### src/rtl/motor_pwm_gen.sv
// ---------------------------------------------------------------------------
// motor_pwm_gen
// Dual-channel H-bridge PWM generator (right = channel 0, left = channel 1).
// A shared prescaler and 8-bit counter define a 256-step PWM period. Duty,
// enable and direction are sampled only on the period boundary, so every
// period is glitch-free. A direction reversal parks the channel for
// DEADTIME_PERIODS whole periods with both bridge legs low.
//
// Ports:
//   PCLK, PRESERN          clock, asynchronous active-low reset
//   PWM_DUTY_R/L [7:0]     high count per period (counter steps)
//   PWM_EN_R/L             channel enable
//   PWM_DIR_R/L            0 = forward (A leg), 1 = reverse (B leg)
//   MOTOR_R_A/B, L_A/B     registered H-bridge gate drives
//   PERIOD_TICK            one-cycle pulse in the first cycle of each period
// ---------------------------------------------------------------------------
module motor_pwm_gen #(
  parameter int PRESCALE         = 4,
  parameter int DEADTIME_PERIODS = 2
) (
  input  logic       PCLK,
  input  logic       PRESERN,
  input  logic [7:0] PWM_DUTY_R,
  input  logic [7:0] PWM_DUTY_L,
  input  logic       PWM_EN_R,
  input  logic       PWM_EN_L,
  input  logic       PWM_DIR_R,
  input  logic       PWM_DIR_L,
  output logic       MOTOR_R_A,
  output logic       MOTOR_R_B,
  output logic       MOTOR_L_A,
  output logic       MOTOR_L_B,
  output logic       PERIOD_TICK
);

  localparam int PW = (PRESCALE > 1) ? $clog2(PRESCALE) : 1;
  localparam int DW = (DEADTIME_PERIODS > 1) ? $clog2(DEADTIME_PERIODS) : 1;
  localparam logic [PW-1:0] PRESC_MAX = PW'(PRESCALE - 1);
  // Loaded when entering DEAD; the DEAD state is unreachable when the
  // dead time is zero, so the clamp only keeps the constant legal.
  localparam logic [DW-1:0] DEAD_INIT =
    (DEADTIME_PERIODS > 0) ? DW'(DEADTIME_PERIODS - 1) : '0;

  typedef enum logic [1:0] {
    ST_IDLE  = 2'd0,
    ST_DRIVE = 2'd1,
    ST_DEAD  = 2'd2
  } state_t;

  // ---------------- shared timebase ----------------
  logic [PW-1:0] r_presc_cnt;
  logic [7:0]    r_pwm_cnt;
  logic          r_period_tick;
  logic          w_tick;
  logic          w_boundary;

  assign w_tick     = (r_presc_cnt == PRESC_MAX);
  assign w_boundary = w_tick && (r_pwm_cnt == 8'hFF);

  always_ff @(posedge PCLK or negedge PRESERN) begin
    if (!PRESERN) begin
      r_presc_cnt   <= '0;
      r_pwm_cnt     <= '0;
      r_period_tick <= 1'b0;
    end else begin
      r_presc_cnt   <= w_tick ? '0 : r_presc_cnt + 1'b1;
      // 8-bit wrap 255 -> 0 coincides with the boundary
      if (w_tick) r_pwm_cnt <= r_pwm_cnt + 8'd1;
      r_period_tick <= w_boundary;
    end
  end

  // ---------------- per-channel control ----------------
  logic [1:0][7:0] w_duty_in;
  logic [1:0]      w_en_in;
  logic [1:0]      w_dir_in;

  assign w_duty_in = {PWM_DUTY_L, PWM_DUTY_R};
  assign w_en_in   = {PWM_EN_L, PWM_EN_R};
  assign w_dir_in  = {PWM_DIR_L, PWM_DIR_R};

  for (genvar g = 0; g < 2; g++) begin : g_ch
    state_t        r_state;
    logic          r_dir_act;
    logic [DW-1:0] r_dead_cnt;
    logic [7:0]    r_duty_s;
    logic          r_en_s;
    logic          r_out_a;
    logic          r_out_b;
    logic          w_on;

    assign w_on = (r_state == ST_DRIVE) && r_en_s && (r_pwm_cnt < r_duty_s);

    always_ff @(posedge PCLK or negedge PRESERN) begin
      if (!PRESERN) begin
        r_state    <= ST_IDLE;
        r_dir_act  <= 1'b0;
        r_dead_cnt <= '0;
        r_duty_s   <= '0;
        r_en_s     <= 1'b0;
        r_out_a    <= 1'b0;
        r_out_b    <= 1'b0;
      end else begin
        // A single dir_act bit steers the pulse, so A and B can never overlap.
        r_out_a <= w_on && !r_dir_act;
        r_out_b <= w_on && r_dir_act;
        if (w_boundary) begin
          r_duty_s <= w_duty_in[g];
          r_en_s   <= w_en_in[g];
          case (r_state)
            ST_IDLE: begin
              // Coasting already, so a new direction applies immediately.
              if (w_en_in[g]) begin
                r_state   <= ST_DRIVE;
                r_dir_act <= w_dir_in[g];
              end
            end
            ST_DRIVE: begin
              if (!w_en_in[g]) begin
                r_state <= ST_IDLE;
              end else if (w_dir_in[g] != r_dir_act) begin
                if (DEADTIME_PERIODS == 0) begin
                  r_dir_act <= w_dir_in[g];
                end else begin
                  r_state    <= ST_DEAD;
                  r_dead_cnt <= DEAD_INIT;
                end
              end
            end
            ST_DEAD: begin
              if (!w_en_in[g]) begin
                r_state    <= ST_IDLE;
                r_dead_cnt <= '0;
              end else if (r_dead_cnt == '0) begin
                // Resume in whatever direction is requested now.
                r_state   <= ST_DRIVE;
                r_dir_act <= w_dir_in[g];
              end else begin
                r_dead_cnt <= r_dead_cnt - 1'b1;
              end
            end
            default: r_state <= ST_IDLE;
          endcase
        end
      end
    end
  end

  assign MOTOR_R_A   = g_ch[0].r_out_a;
  assign MOTOR_R_B   = g_ch[0].r_out_b;
  assign MOTOR_L_A   = g_ch[1].r_out_a;
  assign MOTOR_L_B   = g_ch[1].r_out_b;
  assign PERIOD_TICK = r_period_tick;

endmodule

### config.mk
export PLATFORM = sky130hd
export DESIGN_NAME = motor_pwm_gen
export DESIGN_NICKNAME = d
export VERILOG_FILES = /design/src/rtl/motor_pwm_gen.sv
export SDC_FILE = /design/constraint.sdc
export NUM_CORES = 1
export LEC_CHECK = 0
export CAP_MARGIN = 10
export CORE_MARGIN = 3
export CORE_UTILIZATION = 30
export CTS_BUF_LIST = sky130_fd_sc_hd__clkbuf_8
export DETAILED_ROUTE_END_ITERATION = 7
export PLACE_DENSITY = 0.61
export SYNTH_ARGS = -nofsm -noshare
export SYNTH_HDL_FRONTEND = slang
export SYNTH_SLANG_ARGS = --single-unit
### constraint.sdc
create_clock -name PCLK -period 1.9 [get_ports PCLK]
set_input_delay 0.285 -clock PCLK [delete_from_list [all_inputs] [get_ports PCLK]]
set_output_delay 0.285 -clock PCLK [all_outputs]
set_load 0.02 [all_outputs]
==> results_dict.tcl <==
set metrics [dict create \
    post-route-util 0.398 \
    max_freq_mhz 581 \
    fin_skew_ps 10.1 \
    grt_max_degree 42 \
    min_period_over_period 0.905 \
    finalHoldViolCount 0 \
    max-cap-violations 0 \
    dieArea_um2 8000 \
    ctsHoldBuffers 0 \
    antennaDiodeCount 0 \
    ys_seq_area_frac 0.491 \
    required_ps 2080 \
    synthArstFlopShare 1.00 \
    io_buffer_count 26 \
    synth_cells 167 \
    die_h_um 89.5 \
    clock_path_buffers 2 \
    start_util 0.320 \
    ys.flop_type "dfrtp_1" \
    cts_sinks 41 \
    syn_avg_cell_area_um2 12.5 \
    post_cts_buffers 0 \
    yosys.area.top_type "dfrtp_1" \
    final_max_slew_viol_count 0 \
    grt_pass1_vias 1350 \
    avgViaCountPerCell 4.77 \
    r2r_slack_ps 180 \
    grt_pass1_wl_um 6390 \
    cts-root-buf "clkbuf_8" \
    coreArea_um2 6530 \
    ys_top_cells_by_area "dfrtp_1 (49%), ha_1 (9.6%), mux2_4 (6.5%)" \
    timing.setup.tns_ps 0 \
    htreeDepth 2 \
    wl_per_cell_um 12.9 \
    ir_worst_vdd_mv 0.322 \
    grt_overflow 0 \
    crit_fanout 17 \
    rsz0062_at_grt "false" \
    dieWidth_um 89.5 \
    min_path_type "input pin to asynchronous set/reset pin" \
    dp_hpwl_um 2780 \
    clk_latency_ps 290 \
    setup_viol 0 \
    ys_ff_latch 41 \
    synth_edf_count 0 \
    routed_wl_um 3690 \
    synthToLayoutAreaGrowth_pct 24.5 \
    synth_cell_types 31 \
    netlist_area_um2 2090 \
    tightest_slew_ps 518 \
    max-slew-margin-rel 0.654 \
    path_class "register to register" \
    cts_resized 0 \
    yosys.area.top_type_share 0.491 \
    synthTopCellsByCount "dfrtp_1 (41), inv_1 (20), ha_1 (16)" \
    status "completed" \
    fillers 647 \
    start_kind "register" \
    numCtsBuffers 5 \
    antenna_left 0 \
    p_leak_uw 0.00114 \
    cts_tree "built" \
    synth.most_common_cell "dfrtp_1" \
    power_density_nw_per_um2 650 \
    finalNetCount 246 \
    first_pass_iters 4 \
    first_iter_violations 38 \
    worstPathArrival_ps 1900 \
    ios 27 \
    syn_nets 205 \
    yosysWarnings 0 \
    antenna_found_initial 0 \
    rows 29 \
    drive_gt1_frac 0.225 \
    grt_use_total 0.106 \
    route.detailed.drc 0 \
    clk_pin_slew_ps 80 \
    final.min_clock_period_ps 1720 \
    place.gp.congestion 0.759 \
    end_kind "register" \
    vias 1363 \
]
==> per-stage QoR <==
step	total power, uW	worst slack, ps	instance area (um2)	hold WS (ps)	std cells
finish	1690	180	2600	58.8	286
global route	1770	59.2	2600	89.0	286
CTS	1720	152	2600	75.6	286
detailed placement	999	129	2480	392	278
global placement	997	151	2480	379	278
floorplan	927	84.0	2090	-10.6	167
==> state kept, by name, indices dropped and copies added, names as in the netlist, 2 cells and up <==
signal,count
g_ch.r_dir_act,2
g_ch.r_duty_s,16
r_presc_cnt,2
g_ch.r_dead_cnt,2
g_ch.r_en_s,2
r_pwm_cnt,8
g_ch.r_state,4
==> routing by layer <==
layer,part of all wire,GRT usage
met1,0.47,0.139
met2,0.48,0.167
met3,0.043,0.0332
met4,0.0065,0.0325
met5,0,0
==> cell type report <==
cell class / instances / area (um2) / share of cell area
sequential: 41 / 1030 / 0.394
multi-input combinational: 102 / 941 / 0.362
timing repair buffer: 37 / 338 / 0.130
tap: 77 / 96.3 / 0.0370
inverter: 21 / 83.8 / 0.0322
clock buffer: 6 / 82.6 / 0.0317
clock inverter: 2 / 33.8 / 0.0130
==> worst max-delay path: stages (launching register included) <==
cell and delay (ps):
dfrtp_1 360, ha_1 190, nand4_2 200, or2_1 320, clkinv_4 180, mux2_2 360
==> power breakdown <==
group / leakage, uW / total (uW) / internal, uW / switching [uW]
logic: 0.000541 / 89.5 / 52.3 / 37.1
clock network: 0.0000626 / 712 / 423 / 289
registers: 0.000534 / 889 / 881 / 8.95
total: 0.00114 / 1690 / 1360 / 335
==> worst paths after layout <==
path,cells past startpoint,startpoint,end
worst max-delay path,5,r_pwm_cnt[1],g_ch[0].r_duty_s[4]
worst min-delay path,2,PRESERN,g_ch[0].r_duty_s[6]
worst max register to register,5,r_pwm_cnt[1],g_ch[0].r_duty_s[4]
worst min register to register,1,r_presc_cnt[0],r_presc_cnt[0]
max in group asynchronous,2,PRESERN,g_ch[1].r_state[0]
min in group PCLK,1,r_presc_cnt[0],r_presc_cnt[0]
==> layout by cell type (no fill, tap or decap), types with 6 or more instances in the layout <==
cell type	synthesis	layout
xnor2_1	6	6
dfrtp_1	41	41
inv_1	20	21
clkbuf_8	0	6
mux2_2	12	12
a211oi_1	6	6
clkdlybuf4s50_1	0	25
mux2_4	9	9
ha_1	16	16
nand2_1	9	9
buf_4	1	11
==> cells by family after synthesis <==
group / synth area share
flip-flops: 0.491
AO/OA/AOI/OAI: 0.103
AND/OR/NAND/NOR: 0.0844
buffers and inverters: 0.0587
multiplexers: 0.129
adder cells (fa/ha/maj): 0.0958
XOR/XNOR: 0.0377
Power figures use the tool's default switching activity.
